==> src/rtl/daq_frame_packer_if.sv <==
// FIFO write-side bus between daq_frame_packer and the USB async FIFO.
// Signal names match the legacy flat ports for drop-in compatibility.
interface daq_frame_packer_if;
   logic        fifo_wrreq_o;
   logic [15:0] fifo_data_o;
   logic        fifo_full_i;

   modport master (output fifo_wrreq_o, output fifo_data_o, input fifo_full_i);
   modport slave  (input fifo_wrreq_o, input fifo_data_o, output fifo_full_i);
endinterface

==> src/rtl/daq_frame_packer.sv <==
// Multi-channel ADC capture, sample-set queue and framed 16-bit writer into the USB FIFO.
// Optional FRAME_CSUM_EN appends a modulo-2^16 payload sum as a frame trailer.
module daq_frame_packer #(
   parameter int unsigned DATA_W     = 12,
   parameter int unsigned CH_NUM     = 1,
   parameter int unsigned FRAME_SETS = 256,
   parameter int unsigned QDEPTH     = 4,
   parameter logic [15:0] SYNC_WORD  = 16'hA55A
) (
   input  logic                     adc_clk,
   input  logic                     rst_n_i,
   input  logic [CH_NUM*DATA_W-1:0] ad_data_i,
   input  logic [CH_NUM-1:0]        ad_otr_i,
   input  logic                     ad_valid_i,
   input  logic                     cap_en_i,
   input  logic                     test_mode_i,
   input  logic                     clr_i,
   daq_frame_packer_if.master       fifo,
   output logic                     busy_o,
   output logic [15:0]              drop_cnt_o,
   output logic [15:0]              frame_cnt_o
);
   localparam int unsigned AW = $clog2(QDEPTH);
   localparam int unsigned SW = (FRAME_SETS > 1) ? $clog2(FRAME_SETS) : 1;
   localparam logic [AW:0]   PTR_ONE  = 1;
   localparam logic [SW-1:0] SET_ONE  = 1;
   localparam logic [SW-1:0] LAST_SET = SW'(FRAME_SETS - 1);
   localparam logic [2:0]    LAST_CH  = 3'(CH_NUM - 1);

   typedef enum logic [2:0] {
      S_IDLE, S_SYNC, S_SEQ, S_PAYLOAD
`ifdef FRAME_CSUM_EN
      , S_CSUM
`endif
   } state_e;

   state_e state_q, state_d;
   logic   cap_gate_q, cap_gate_d;

   logic [CH_NUM*DATA_W-1:0] q_data_q [QDEPTH];
   logic [CH_NUM-1:0]        q_otr_q  [QDEPTH];
   logic [AW:0]              wr_ptr_q, rd_ptr_q;
   logic                     q_empty, q_full;
   logic [CH_NUM*DATA_W-1:0] head_data, enq_data;
   logic [CH_NUM-1:0]        head_otr, enq_otr;

   logic [DATA_W-1:0] tcnt_q;
   logic [2:0]        ch_idx_q;
   logic [SW-1:0]     set_cnt_q;
   logic [15:0]       seq_q, frame_cnt_q, drop_cnt_q;
   logic              wrreq_q;
   logic [15:0]       wdata_q;
`ifdef FRAME_CSUM_EN
   logic [15:0]       csum_q;
`endif

   logic              gate, enq_req, enq, drop, issue, pop, frame_done, otr;
   logic [DATA_W-1:0] sample;
   logic [15:0]       word;

   assign q_empty   = (wr_ptr_q == rd_ptr_q);
   assign q_full    = (wr_ptr_q[AW] != rd_ptr_q[AW]) && (wr_ptr_q[AW-1:0] == rd_ptr_q[AW-1:0]);
   assign head_data = q_data_q[rd_ptr_q[AW-1:0]];
   assign head_otr  = q_otr_q[rd_ptr_q[AW-1:0]];

   // In IDLE the gate follows cap_en_i directly; inside a frame it is frozen.
   assign gate    = (state_q == S_IDLE) ? cap_en_i : cap_gate_q;
   assign enq_req = ad_valid_i & gate;
   assign enq     = enq_req & (~q_full | pop);
   assign drop    = enq_req & q_full & ~pop;

   always_comb begin
      enq_data = ad_data_i;
      enq_otr  = ad_otr_i;
      if (test_mode_i) begin
         enq_otr = '0;
         for (int unsigned c = 0; c < CH_NUM; c++)
            enq_data[c*DATA_W +: DATA_W] = tcnt_q + DATA_W'(c);
      end
   end

   always_ff @(posedge adc_clk or negedge rst_n_i) begin
      if (!rst_n_i) begin
         state_q    <= S_IDLE;
         cap_gate_q <= 1'b0;
      end else begin
         state_q    <= state_d;
         cap_gate_q <= cap_gate_d;
      end
   end

   always_comb begin
      state_d    = state_q;
      cap_gate_d = (state_q == S_IDLE) ? cap_en_i : cap_gate_q;
      case (state_q)
         S_IDLE:    if (!q_empty) state_d = S_SYNC;
         S_SYNC:    if (issue) state_d = S_SEQ;
         S_SEQ:     if (issue) state_d = S_PAYLOAD;
         S_PAYLOAD: if (pop && set_cnt_q == LAST_SET) begin
`ifdef FRAME_CSUM_EN
            state_d = S_CSUM;
`else
            state_d = S_IDLE;
`endif
         end
`ifdef FRAME_CSUM_EN
         S_CSUM:    if (issue) state_d = S_IDLE;
`endif
         default:   state_d = S_IDLE;
      endcase
   end

   always_comb begin
      issue      = 1'b0;
      pop        = 1'b0;
      frame_done = 1'b0;
      word       = '0;
      sample     = '0;
      otr        = 1'b0;
      for (int unsigned c = 0; c < CH_NUM; c++) begin
         if (ch_idx_q == 3'(c)) begin
            sample = head_data[c*DATA_W +: DATA_W];
            otr    = head_otr[c];
         end
      end
      case (state_q)
         S_SYNC: begin
            issue = ~fifo.fifo_full_i;
            word  = SYNC_WORD;
         end
         S_SEQ: begin
            issue = ~fifo.fifo_full_i;
            word  = seq_q;
         end
         S_PAYLOAD: begin
            issue              = ~q_empty & ~fifo.fifo_full_i;
            word[15]           = otr;
            word[14:12]        = ch_idx_q;
            word[DATA_W-1:0]   = sample;
            pop                = issue && (ch_idx_q == LAST_CH);
`ifndef FRAME_CSUM_EN
            frame_done         = pop && (set_cnt_q == LAST_SET);
`endif
         end
`ifdef FRAME_CSUM_EN
         S_CSUM: begin
            issue      = ~fifo.fifo_full_i;
            word       = csum_q;
            frame_done = issue;
         end
`endif
         default: ;
      endcase
   end

   always_ff @(posedge adc_clk) begin
      if (enq) begin
         q_data_q[wr_ptr_q[AW-1:0]] <= enq_data;
         q_otr_q[wr_ptr_q[AW-1:0]]  <= enq_otr;
      end
   end

   always_ff @(posedge adc_clk or negedge rst_n_i) begin
      if (!rst_n_i) begin
         wr_ptr_q    <= '0;
         rd_ptr_q    <= '0;
         tcnt_q      <= '0;
         ch_idx_q    <= '0;
         set_cnt_q   <= '0;
         seq_q       <= '0;
         frame_cnt_q <= '0;
         drop_cnt_q  <= '0;
         wrreq_q     <= 1'b0;
         wdata_q     <= '0;
`ifdef FRAME_CSUM_EN
         csum_q      <= '0;
`endif
      end else begin
         if (enq) begin
            wr_ptr_q <= wr_ptr_q + PTR_ONE;
            tcnt_q   <= tcnt_q + DATA_W'(1);
         end
         if (pop) begin
            rd_ptr_q  <= rd_ptr_q + PTR_ONE;
            set_cnt_q <= (set_cnt_q == LAST_SET) ? '0 : set_cnt_q + SET_ONE;
         end
         if (issue && state_q == S_PAYLOAD)
            ch_idx_q <= (ch_idx_q == LAST_CH) ? '0 : ch_idx_q + 3'd1;
         if (frame_done)
            seq_q <= seq_q + 16'd1;
         if (clr_i)
            frame_cnt_q <= '0;
         else if (frame_done)
            frame_cnt_q <= frame_cnt_q + 16'd1;
         if (clr_i)
            drop_cnt_q <= '0;
         else if (drop && drop_cnt_q != '1)
            drop_cnt_q <= drop_cnt_q + 16'd1;
         wrreq_q <= issue;
         if (issue)
            wdata_q <= word;
`ifdef FRAME_CSUM_EN
         if (state_q == S_IDLE)
            csum_q <= '0;
         else if (issue && state_q == S_PAYLOAD)
            csum_q <= csum_q + word;
`endif
      end
   end

   assign fifo.fifo_wrreq_o = wrreq_q;
   assign fifo.fifo_data_o  = wdata_q;
   assign busy_o            = (state_q != S_IDLE) || !q_empty;
   assign drop_cnt_o        = drop_cnt_q;
   assign frame_cnt_o       = frame_cnt_q;
endmodule
==> src/flat_wrapper.sv <==
// flat-port wrapper written by rule: the top's interface ports become plain ports
module daq_frame_packer_flat 
#(
   parameter int unsigned DATA_W     = 12,
   parameter int unsigned CH_NUM     = 1,
   parameter int unsigned FRAME_SETS = 256,
   parameter int unsigned QDEPTH     = 4,
   parameter logic [15:0] SYNC_WORD  = 16'hA55A
)
  (adc_clk, rst_n_i, ad_data_i, ad_otr_i, ad_valid_i, cap_en_i, test_mode_i, clr_i, busy_o, drop_cnt_o, frame_cnt_o, fifo_fifo_wrreq_o, fifo_fifo_data_o, fifo_fifo_full_i);
  daq_frame_packer_if fifo_i ();
  input  logic adc_clk;
  input  logic rst_n_i;
  input  logic [CH_NUM*DATA_W-1:0] ad_data_i;
  input  logic [CH_NUM-1:0] ad_otr_i;
  input  logic ad_valid_i;
  input  logic cap_en_i;
  input  logic test_mode_i;
  input  logic clr_i;
  output logic busy_o;
  output logic [15:0] drop_cnt_o;
  output logic [15:0] frame_cnt_o;
  output wire logic [$bits(fifo_i.fifo_wrreq_o)-1:0] fifo_fifo_wrreq_o;
  output wire logic [$bits(fifo_i.fifo_data_o)-1:0] fifo_fifo_data_o;
  input wire logic [$bits(fifo_i.fifo_full_i)-1:0] fifo_fifo_full_i;
  assign fifo_fifo_wrreq_o = fifo_i.fifo_wrreq_o;
  assign fifo_fifo_data_o = fifo_i.fifo_data_o;
  assign fifo_i.fifo_full_i = fifo_fifo_full_i;
  daq_frame_packer #(.DATA_W(DATA_W), .CH_NUM(CH_NUM), .FRAME_SETS(FRAME_SETS), .QDEPTH(QDEPTH), .SYNC_WORD(SYNC_WORD)) u_core (.adc_clk(adc_clk), .rst_n_i(rst_n_i), .ad_data_i(ad_data_i), .ad_otr_i(ad_otr_i), .ad_valid_i(ad_valid_i), .cap_en_i(cap_en_i), .test_mode_i(test_mode_i), .clr_i(clr_i), .fifo(fifo_i), .busy_o(busy_o), .drop_cnt_o(drop_cnt_o), .frame_cnt_o(frame_cnt_o));
endmodule
==> config.mk <==
export PLATFORM = sky130hd
export DESIGN_NAME = daq_frame_packer_flat
export DESIGN_NICKNAME = d
export VERILOG_FILES = /design/src/rtl/daq_frame_packer_if.sv /design/src/rtl/daq_frame_packer.sv /design/src/flat_wrapper.sv
export SDC_FILE = /design/constraint.sdc
export NUM_CORES = 1
export LEC_CHECK = 0
export ABC_AREA = 1
export BUFFER_PORTS_ARGS = -buffer_cell sky130_fd_sc_hd__buf_2
export CAP_MARGIN = 20
export CORE_AREA = 2 2 136 151
export DETAILED_ROUTE_END_ITERATION = 7
export DIE_AREA = 0 0 138 153
export SLEW_MARGIN = 20
export SYNTH_ARGS = -nofsm -noshare
export SYNTH_HDL_FRONTEND = slang
export SYNTH_SLANG_ARGS = --single-unit
==> constraint.sdc <==
create_clock -name adc_clk -period 7.95 [get_ports adc_clk]
set_clock_uncertainty 0.05 [all_clocks]
set_input_delay 0.795 -clock adc_clk [delete_from_list [all_inputs] [get_ports adc_clk]]
set_output_delay 0.795 -clock adc_clk [all_outputs]
set_load 0.02 [all_outputs]
==> results.sh, run 1 <==
export IMPL_hpwl_um=12100
export IMPL_peakVddDrop_mv=0.199
export IMPL_avgViaCountPerCell=4.84
export IMPL_h_tree_depth=4
export IMPL_yosysUniqueCellTypes=38
export IMPL_first_iter_violations=473
export IMPL_cts_resized=0
export IMPL_cts_setup_buffers=0
export IMPL_dr_total_vias=5937
export IMPL_leakagePower_uw=0.00405
export IMPL_max_slew_margin_rel_pct=31.0
export IMPL_place_gp_congestion=0.843
export IMPL_cts_tree="done"
export IMPL_grt_pass1_wl_um=29000
export IMPL_use_met2_pct=26.3
export IMPL_fin_crit_ns=3.13
export IMPL_seq_power_share_pct=40.5
export IMPL_core_area_sq_um=19600
export IMPL_max_clock_freq_mhz=319
export IMPL_worstMarginPinSlew_ns=1.03
export IMPL_p_sw_uw=990
export IMPL_ant_nets=0
export IMPL_ys_warn_count=0
export IMPL_synth_edf_count=52
export IMPL_layout_drive_gt1_share_pct=12.9
export IMPL_synth_area_sq_um=7680
export IMPL_syn_inst=900
export IMPL_fin_area_sq_um=8810
export IMPL_combPwrFrac_pct=28.6
export IMPL_antenna_cells=0
export IMPL_synth_top_area_share_pct=31.6
export IMPL_place_port_buffers=69
export IMPL_hold_worst_slack_ns=0.247
export IMPL_cts_root_buffer_cell="clkbuf_16"
export IMPL_die_w_um=138
export IMPL_grt_max_degree=68
export IMPL_grt_setup_unrepaired="no"
export IMPL_slew_violations=0
export IMPL_drv_cap=0
export IMPL_period_share_pct=39.4
export IMPL_ys_top_cells_by_area="dfrtp_1 32%, edfxtp_1 20%, nand2_1 11%, nand3_1 6.1%, xor2_1 5.1%"
export IMPL_ys_seq_elements=149
export IMPL_yosysTopAreaCell="dfrtp_1"
export IMPL_insertion_delay_ns=0.42
export IMPL_powerDensity_nw_per_um2=304
export IMPL_cp_arrival_ns=3.13
export IMPL_top_usage_layer="met2"
export IMPL_nNetsFinal=998
export IMPL_avgSynthCellArea_sq_um=8.54
export IMPL_drt_first_pass_iters=5
export IMPL_synthFlopType="dfrtp_1"
export IMPL_cts_sinks=149
export IMPL_postCtsHoldBufs=0
export IMPL_crit_fanout=29
export IMPL_die_area_sq_um=21100
export IMPL_cts_buffers=17
export IMPL_power_frac_clock_pct=30.8
export IMPL_swShare_pct=36.9
export IMPL_drc_errors=0
export IMPL_status="completed"
export IMPL_fill_cells=1963
export IMPL_finalHoldViolations=0
export IMPL_report_final_setup_viol=0
export IMPL_grtUsageTotal_pct=16.8
export IMPL_rr_worst_depth=8
export IMPL_crit_path_start_kind="flip-flop"
export IMPL_routedWlPerCell_um=13.8
export IMPL_path_clk_slew_ns=0.06
export IMPL_use_met1_pct=23.6
export IMPL_syn2layout_area_growth_pct=14.7
export IMPL_initial_core_util_pct=39.2
export IMPL_ioPinCount=70
export IMPL_synthTopCellsByCount="228 x nand2_1, 103 x nor2_1, 97 x dfrtp_1"
export IMPL_internal_power_uw=1690
export IMPL_grtUsageMet3_pct=3.38
export IMPL_synth_nets=936
export IMPL_worstPathRequired_ns=7.94
export IMPL_end_kind="flip-flop"
export IMPL_first_global_vias=5778
export IMPL_drt_total_wl_um=16900
export IMPL_clockBufferDepth=2
export IMPL_dpl_cell_area_sq_um=8200
export IMPL_synthArstFlopShare_pct=65.1
export IMPL_die_h_um=153
export IMPL_yosysSeqAreaShare_pct=51.9
export IMPL_crit_type="flip-flop to flip-flop"
export IMPL_yosysMostFrequentCell="nand2_1"
export IMPL_overflow=0
export IMPL_tns_ns=0
export IMPL_grt_antenna_before_repair=0
export IMPL_worstHoldPathType="input pin to asynchronous set/reset pin"
export IMPL_rows=54
-- worst max-delay path, stage by stage (launching register included) --
cell and delay, ns:
dfrtp_1 0.87, inv_4 0.26, nand2_1 0.15, nand2_2 0.09, nand3_4 0.11, nand3_4 0.15
nand2_4 0.13, nand2_4 0.13, nor2_1 0.81
-- kinds of logic after synthesis --
kind of cell	share of synthesized area, %
and+or+nand+nor	26.2
DFF	51.9
buffers and inverters	6.37
AOI/OAI and AO/OA	7.20
xor gates and xnor gates	5.70
adders and majority gates	2.61
-- layout by cell type, fill, tap and decap left out, drive strengths merged --
cell type and count:
a21boi 6, a21oi 24, a22oi 3, buf 71, bufinv 2, clkbuf 17
clkinv 5, dfrtp 97, edfxtp 52, ha 16, inv 95, nand2 234
nand3 97, nand3b 1, nand4 13, nor2 105, nor3 14, nor3b 1
o211ai 1, o21ai 63, o21bai 1, o22ai 5, or2 2, xnor2 5
xor2 45
-- power groups by stage --
stage	registers [uW]	logic [uW]	clock network (uW)
2_1_floorplan	1100	588	0
3_3_place_gp	1100	761	0
3_5_place_dp	1100	774	0
4_1_cts	1090	778	847
5_1_grt	1110	889	880
6_report	1090	768	826
-- layout make-up --
type / instances / area (sq um) / share of cell area, %
clock buffers: 17 / 425 / 4.83
clock inverters: 15 / 184 / 2.09
inverters: 87 / 332 / 3.76
multi-input cells: 636 / 3210 / 36.4
flip-flops and latches: 149 / 3990 / 45.3
well taps: 252 / 315 / 3.58
repair buffers: 71 / 363 / 4.12
-- registers in the layout (all words and copies together) (netlist names) --
name / count
u_core.fifo.fifo_data_o: 16
u_core.seq_q: 16
u_core.q_otr_q: 4
u_core.q_data_q: 48
u_core.set_cnt_q: 8
u_core.wr_ptr_q: 3
u_core.state_q: 2
u_core.fifo.fifo_wrreq_o: 1
u_core.rd_ptr_q: 3
u_core.drop_cnt_o: 16
u_core.cap_gate_q: 1
u_core.frame_cnt_o: 16
u_core.ch_idx_q: 3
u_core.tcnt_q: 12
-- stage by stage --
step	utilization [%]	worst slack [ns]	instances	total power [uW]
after floorplan	-	5.34	900	1680
after global placement	41.9	4.91	1195	1860
after detailed placement	41.9	4.77	1195	1880
after CTS	45.0	4.76	1227	2710
after global routing	45.0	4.45	1227	2880
final	45.0	4.82	1227	2680
-- path summary, 6_finish.rpt --
path,start,endpoint,slack [ns]
min reg2reg,u_core.fifo.fifo_data_o[3]$_DFFE_PN0P_,u_core.fifo.fifo_data_o[3]$_DFFE_PN0P_,0.42
max reg2reg,u_core.rd_ptr_q[0]$_DFFE_PN0P_,u_core.q_data_q[2][9]$_DFFE_PP_,4.82
max,u_core.rd_ptr_q[0]$_DFFE_PN0P_,u_core.q_data_q[2][9]$_DFFE_PP_,4.82
min in group adc_clk,u_core.fifo.fifo_data_o[3]$_DFFE_PN0P_,u_core.fifo.fifo_data_o[3]$_DFFE_PN0P_,0.42
max in group asynchronous,rst_n_i,u_core.wr_ptr_q[2]$_DFFE_PN0N_,6.40
min,rst_n_i,u_core.frame_cnt_o[13]$_DFFE_PN0P_,0.25
-- routing by layer --
layer | up-vias | part of all wire, %
met5 | - | 0
met4 | 0 | 1.3
met3 | 19 | 3.0
met2 | 95 | 46
met1 | 2766 | 50
li1 | 3057 | -
(Power assumes the default switching activity.)
==> run 2: changes to the inputs <==
==> constraint.sdc (replaced) <==
create_clock -name adc_clk -period 2.9 [get_ports adc_clk]
set_clock_uncertainty 0.05 [all_clocks]
set_input_delay 0.29 -clock adc_clk [delete_from_list [all_inputs] [get_ports adc_clk]]
set_output_delay 0.29 -clock adc_clk [all_outputs]
set_load 0.02 [all_outputs]
==> run 2 against run 1 <==
Cell count increased by 0.90%. First-iteration DRC count is 17% lower. Die area did not move. Via count barely moved. Sequential share of layout area fell by 0.45 points. Design area rose by 0.99%. Critical path type unchanged. Largest cell class unchanged. Largest power group unchanged. Highest routed layer unchanged.
==> results.sh, run 2 (synthesis gave the netlist of run 1 again) <==
export IMPL_status="completed"
export IMPL_insertion_delay_ns=0.42
export IMPL_drt_first_pass_iters=5
export IMPL_final_cell_mix="228 x nand2_1, 101 x nor2_1, 97 x dfrtp_1, 94 x nand3_1, 80 x inv_1"
export IMPL_finalNonFillerCells=1238
export IMPL_first_global_vias=5765
export IMPL_period_share_pct=89.0
export IMPL_grt_max_degree=53
export IMPL_worstHoldPathType="input pin to flip-flop"
export IMPL_antenna_cells=0
export IMPL_layout_drive_gt1_share_pct=13.9
export IMPL_initial_core_util_pct=39.2
export IMPL_core_area_sq_um=19600
export IMPL_hpwl_um=11800
export IMPL_die_w_um=138
export IMPL_report_final_setup_viol=0
export IMPL_crit_type="flip-flop to flip-flop"
export IMPL_max_slew_margin_rel_pct=30.2
export IMPL_placed_cells=1205
export IMPL_cts_tree="done"
export IMPL_die_h_um=153
export IMPL_first_iter_violations=391
export IMPL_h_tree_depth=4
export IMPL_grt_pass1_wl_um=28600
export IMPL_crit_fanout=13
export IMPL_drc_errors=0
export IMPL_path_clk_slew_ns=0.06
export IMPL_grt_antenna_before_repair=0
export IMPL_cts_root_buffer_cell="clkbuf_16"
export IMPL_internal_power_uw=4680
export IMPL_clockBufferDepth=2
export IMPL_ant_nets=0
export IMPL_drv_cap=0
export IMPL_finalHoldViolations=0
export IMPL_syn2layout_area_growth_pct=15.9
export IMPL_cts_sinks=149
export IMPL_fill_cells=1941
export IMPL_grtUsageTotal_pct=16.6
export IMPL_combPwrFrac_pct=31.0
export IMPL_grt_setup_unrepaired="no"
export IMPL_place_port_buffers=69
export IMPL_powerDensity_nw_per_um2=831
export IMPL_overflow=0
export IMPL_cts_buffers=17
export IMPL_seq_power_share_pct=38.9
export IMPL_rows=54
export IMPL_fin_area_sq_um=8900
export IMPL_end_kind="flip-flop"
export IMPL_place_gp_congestion=0.831
export IMPL_final_common_cell="nand2_1"
export IMPL_dpl_cell_area_sq_um=8290
export IMPL_power_frac_clock_pct=30.1
export IMPL_worstPathRequired_ns=2.89
export IMPL_peakVddDrop_mv=0.571
export IMPL_crit_path_start_kind="flip-flop"
export IMPL_dr_total_vias=5941
export IMPL_routedWlPerCell_um=13.6
export IMPL_nNetsFinal=1009
export IMPL_fin_crit_ns=2.58
export IMPL_tns_ns=0
export IMPL_cp_arrival_ns=2.57
export IMPL_p_sw_uw=2720
export IMPL_slew_violations=0
export IMPL_avgViaCountPerCell=4.80
export IMPL_dpl_worst_slack_ns=0.301
export IMPL_die_area_sq_um=21100
export IMPL_final_setup_worst_slack_ns=0.320
export IMPL_ioPinCount=70
export IMPL_leakagePower_uw=0.00409
export IMPL_swShare_pct=36.7
export IMPL_drt_total_wl_um=16800
export IMPL_max_clock_freq_mhz=388
export IMPL_largest_reg_flops=48
export IMPL_worstMarginPinSlew_ns=1.04
run 2: metrics by stage:
step,total power [uW],hold slack [ns],utilization [%]
final,7400,0.141,45.4
after global routing,7910,0.143,45.4
after CTS,7480,0.112,45.4
after detailed placement,5210,0.347,42.3
after global placement,5190,0.342,42.3
after floorplan,4620,-0.0556,-
run 2: worst max-delay path, stage by stage (launching register included):
cell      delay (ns)
dfrtp_1         0.42
inv_1           0.09
ha_1            0.26
inv_2           0.11
or2_2           0.13
o211ai_1        0.11
inv_1           0.15
nand2_4         0.09
nor2_1          0.79
run 2: worst paths after layout:
| path | start | end | slack, ns | cells after the start |
|---|---|---|---|---|
| worst min-delay path | clr_i | u_core.frame_cnt_o[8]$_DFFE_PN0P_ | 0.14 | 4 |
| worst max register to register | u_core.state_q[0]$_DFFE_PN0P_ | u_core.q_otr_q[0]$_DFFE_PP_ | 0.32 | 8 |
| min in group asynchronous | rst_n_i | u_core.frame_cnt_o[13]$_DFFE_PN0P_ | 0.41 | 2 |
| worst max-delay path | u_core.state_q[0]$_DFFE_PN0P_ | u_core.q_otr_q[0]$_DFFE_PP_ | 0.32 | 8 |
| worst min register to register | u_core.fifo.fifo_data_o[12]$_DFFE_PN0P_ | u_core.fifo.fifo_data_o[12]$_DFFE_PN0P_ | 0.42 | 2 |
| max in group asynchronous | rst_n_i | u_core.fifo.fifo_data_o[2]$_DFFE_PN0P_ | 1.71 | 3 |
run 2: layout make-up:
| cell class | instances | area [sq um] | share of cell area (%) |
|---|---|---|---|
| sequential | 149 | 3990 | 44.8 |
| multi-input combinational | 636 | 3210 | 36.1 |
| timing repair buffer | 82 | 460 | 5.17 |
| clock buffer | 18 | 429 | 4.82 |
| inverter | 87 | 332 | 3.72 |
| tap | 252 | 315 | 3.54 |
| clock inverter | 14 | 168 | 1.88 |
run 2: power by group through the flow:
| stage | logic (uW) | registers, uW | clock network (uW) |
|---|---|---|---|
| after detailed placement | 2300 | 2920 | 0 |
| after global routing | 2620 | 2930 | 2360 |
| after CTS | 2310 | 2880 | 2290 |
| final | 2300 | 2880 | 2230 |
| after global placement | 2280 | 2910 | 0 |
| after floorplan | 1610 | 3000 | 0 |
run 2: per-layer routing:
metal | GRT usage, % | up-vias | share of wire (%)
met5 | 0 | - | 0
met4 | 5.78 | 0 | 1.7
met3 | 3.51 | 21 | 3.7
met2 | 26.4 | 104 | 45
met1 | 22.7 | 2735 | 50
li1 | - | 3081 | -
run 2: timing repair:
item	CTS	global route
resized for setup	0	0
setup buffers	0	0
hold buffers	1	0
endpoints found under the hold margin	51	0
==> run 3: changes to the inputs <==
==> constraint.sdc (replaced) <==
create_clock -name adc_clk -period 3.3 [get_ports adc_clk]
set_clock_uncertainty 0.05 [all_clocks]
set_input_delay 0.33 -clock adc_clk [delete_from_list [all_inputs] [get_ports adc_clk]]
set_output_delay 0.33 -clock adc_clk [all_outputs]
set_load 0.02 [all_outputs]
==> run 3 against run 2 <==
Die area stayed put. Cell count barely moved. Sequential share of layout area increased by 0.31 points. Total power shrank 14%. Sequential cell count unchanged. Wire length up 0.27%. Maximum frequency is 9.9% higher. Via count increased by 1.4%. Largest cell class unchanged. Register-to-register slack improved by 0.63 ns. Critical path type unchanged. Utilization fell by 0.31 points. Combinational power down 14%.
==> results.sh, run 3 (synthesis gave the netlist of run 1 again) <==
export IMPL_final_common_cell="nand2_1"
export IMPL_status="completed"
export IMPL_die_h_um=153
export IMPL_peakVddDrop_mv=0.459
export IMPL_worstSetupStartpoint="u_core.state_q[1]$_DFFE_PN0P_"
export IMPL_slew_violations=0
export IMPL_seq_power_share_pct=40.0
export IMPL_cts_sinks=149
export IMPL_powerDensity_nw_per_um2=719
export IMPL_grt_antenna_before_repair=0
export IMPL_internal_power_uw=4000
export IMPL_critical_path_max_stage_delay_ns=0.51
export IMPL_register_area_sq_um=3990
export IMPL_cts_buffers=17
export IMPL_hpwl_um=11800
export IMPL_fin_area_sq_um=8840
export IMPL_period_share_pct=71.1
export IMPL_cp_cell_sequence="inv_1, ha_1, inv_2, or2_2, o211ai_1, inv_1, nand2_4, nor2_1, buf_4"
export IMPL_cts_tree="done"
export IMPL_clockBufferDepth=2
export IMPL_dr_total_vias=6025
export IMPL_place_port_buffers=69
export IMPL_multiInputGateArea_sq_um=3200
export IMPL_fin_crit_ns=2.35
export IMPL_drv_cap=0
export IMPL_grt_max_degree=78
export IMPL_grt_setup_unrepaired="no"
export IMPL_h_tree_depth=4
export IMPL_finalHoldViolations=0
export IMPL_leakagePower_uw=0.00407
export IMPL_fin_util_pct=45.1
export IMPL_first_global_vias=5769
export IMPL_max_slew_margin_rel_pct=51.9
export IMPL_grt_pass1_wl_um=28500
export IMPL_worstPathRequired_ns=3.42
export IMPL_path_clk_slew_ns=0.06
export IMPL_crit_buf_inv=4
export IMPL_place_gp_congestion=0.815
export IMPL_combPwrFrac_pct=31.1
export IMPL_end_kind="flip-flop"
export IMPL_layout_drive_gt1_share_pct=13.4
export IMPL_insertion_delay_ns=0.43
export IMPL_crit_type="flip-flop to flip-flop"
export IMPL_worstMarginPinSlew_ns=0.722
export IMPL_fill_cells=1944
export IMPL_critical_path_reg2reg_startpoint="u_core.state_q[1]$_DFFE_PN0P_"
export IMPL_crit_path_start_kind="flip-flop"
export IMPL_cts_setup_buffers=0
export IMPL_core_area_sq_um=19600
export IMPL_die_w_um=138
export IMPL_avgViaCountPerCell=4.87
export IMPL_worstHoldStart="clr_i"
export IMPL_critPathTopFamily="buffers and inverters"
export IMPL_dpl_cell_area_sq_um=8270
export IMPL_routedWlPerCell_um=13.6
export IMPL_largest_reg_flops=48
export IMPL_hold_worst_slack_ns=0.172
export IMPL_cts_resized=0
export IMPL_syn2layout_area_growth_pct=15.1
export IMPL_drt_first_pass_iters=6
export IMPL_die_area_sq_um=21100
export IMPL_nNetsFinal=1008
export IMPL_rows=54
export IMPL_ant_nets=0
export IMPL_grtUsageTotal_pct=16.5
export IMPL_drt_total_wl_um=16900
export IMPL_crit_path_top_delay_cell="dfrtp_1"
export IMPL_first_iter_violations=333
export IMPL_swShare_pct=37.0
export IMPL_cts_root_buffer_cell="clkbuf_16"
export IMPL_initial_core_util_pct=39.2
export IMPL_final_cell_mix="228 x nand2_1, 103 x nor2_1, 97 x dfrtp_1, 94 x nand3_1, 80 x inv_1"
export IMPL_overflow=0
export IMPL_antenna_cells=0
export IMPL_power_frac_clock_pct=28.9
export IMPL_cp_arrival_ns=2.47
export IMPL_ioPinCount=70
export IMPL_drc_errors=0
export IMPL_crit_fanout=15
export IMPL_final_setup_worst_slack_ns=0.953
export IMPL_rrSetupSlack_ns=0.95
export IMPL_max_clock_freq_mhz=426
export IMPL_tns_ns=0
export IMPL_report_final_setup_viol=0
export IMPL_p_sw_uw=2350
export IMPL_cpMostUsedCell="inv_1"
export IMPL_worstHoldPathType="input pin to flip-flop"
export IMPL_dpl_worst_slack_ns=0.964
## run 3: cell count changes in the layout (fill, tap and decap cells not counted), moves of 2 or more
cell        change
clkinv_2        +2
clkinvlp_4      -3
inv_8           -2
nor2_1          +2
nor2_2          -2
## run 3: cell type report
| cell class | count | share of cell area (%) |
|---|---|---|
| clock inverters | 13 | 1.40 |
| clock buffers | 19 | 4.90 |
| flip-flops and latches | 149 | 45.1 |
| multi-input cells | 636 | 36.2 |
| repair buffers | 81 | 5.02 |
| inverters | 87 | 3.75 |
| well taps | 252 | 3.57 |
## run 3: worst min-delay path, stage by stage
cell	delay [ns]
buf_2	0.13
nor2_1	0.06
nand2_1	0.05
nand2_1	0.04
## run 3: power by group through the flow
stage               registers, uW  clock network, uW  logic (uW)
floorplan                    2640                  0        1420
global placement             2570                  0        1970
detailed placement           2580                  0        1990
CTS                          2550               1880        2000
global route                 2590               1960        2270
finish                       2550               1840        1980
## run 3: worst paths after layout
kind	endpoint	cells after the start
setup / recovery	u_core.q_data_q[3][8]$_DFFE_PP_	9
hold / removal	u_core.frame_cnt_o[8]$_DFFE_PN0P_	4
setup reg to reg	u_core.q_data_q[3][8]$_DFFE_PP_	9
hold reg to reg	u_core.fifo.fifo_data_o[14]$_DFFE_PN0P_	2
max in group asynchronous	u_core.tcnt_q[5]$_DFFE_PN0N_	3
min in group asynchronous	u_core.frame_cnt_o[8]$_DFFE_PN0P_	2
## run 3: repair_timing
item / in CTS / in global routing
setup endpoints to repair: 0 / 0
hold endpoints to repair: 0 / 75
hold buffers: 0 / 1
## run 3: layer usage
metal  global-route usage (%)  vias up  wire length [um]
met5                        0        -                 0
met4                     5.44        0               215
met3                     3.60       19               656
met2                     25.8      119              7740
met1                     23.0     2801              8240
li1                         -     3086                 -
## run 3: metrics by stage
stage / power [uW] / std cells
floorplan: 4060 / 900
global placement: 4540 / 1204
detailed placement: 4560 / 1204
CTS: 6420 / 1236
global route: 6820 / 1237
finish: 6360 / 1237
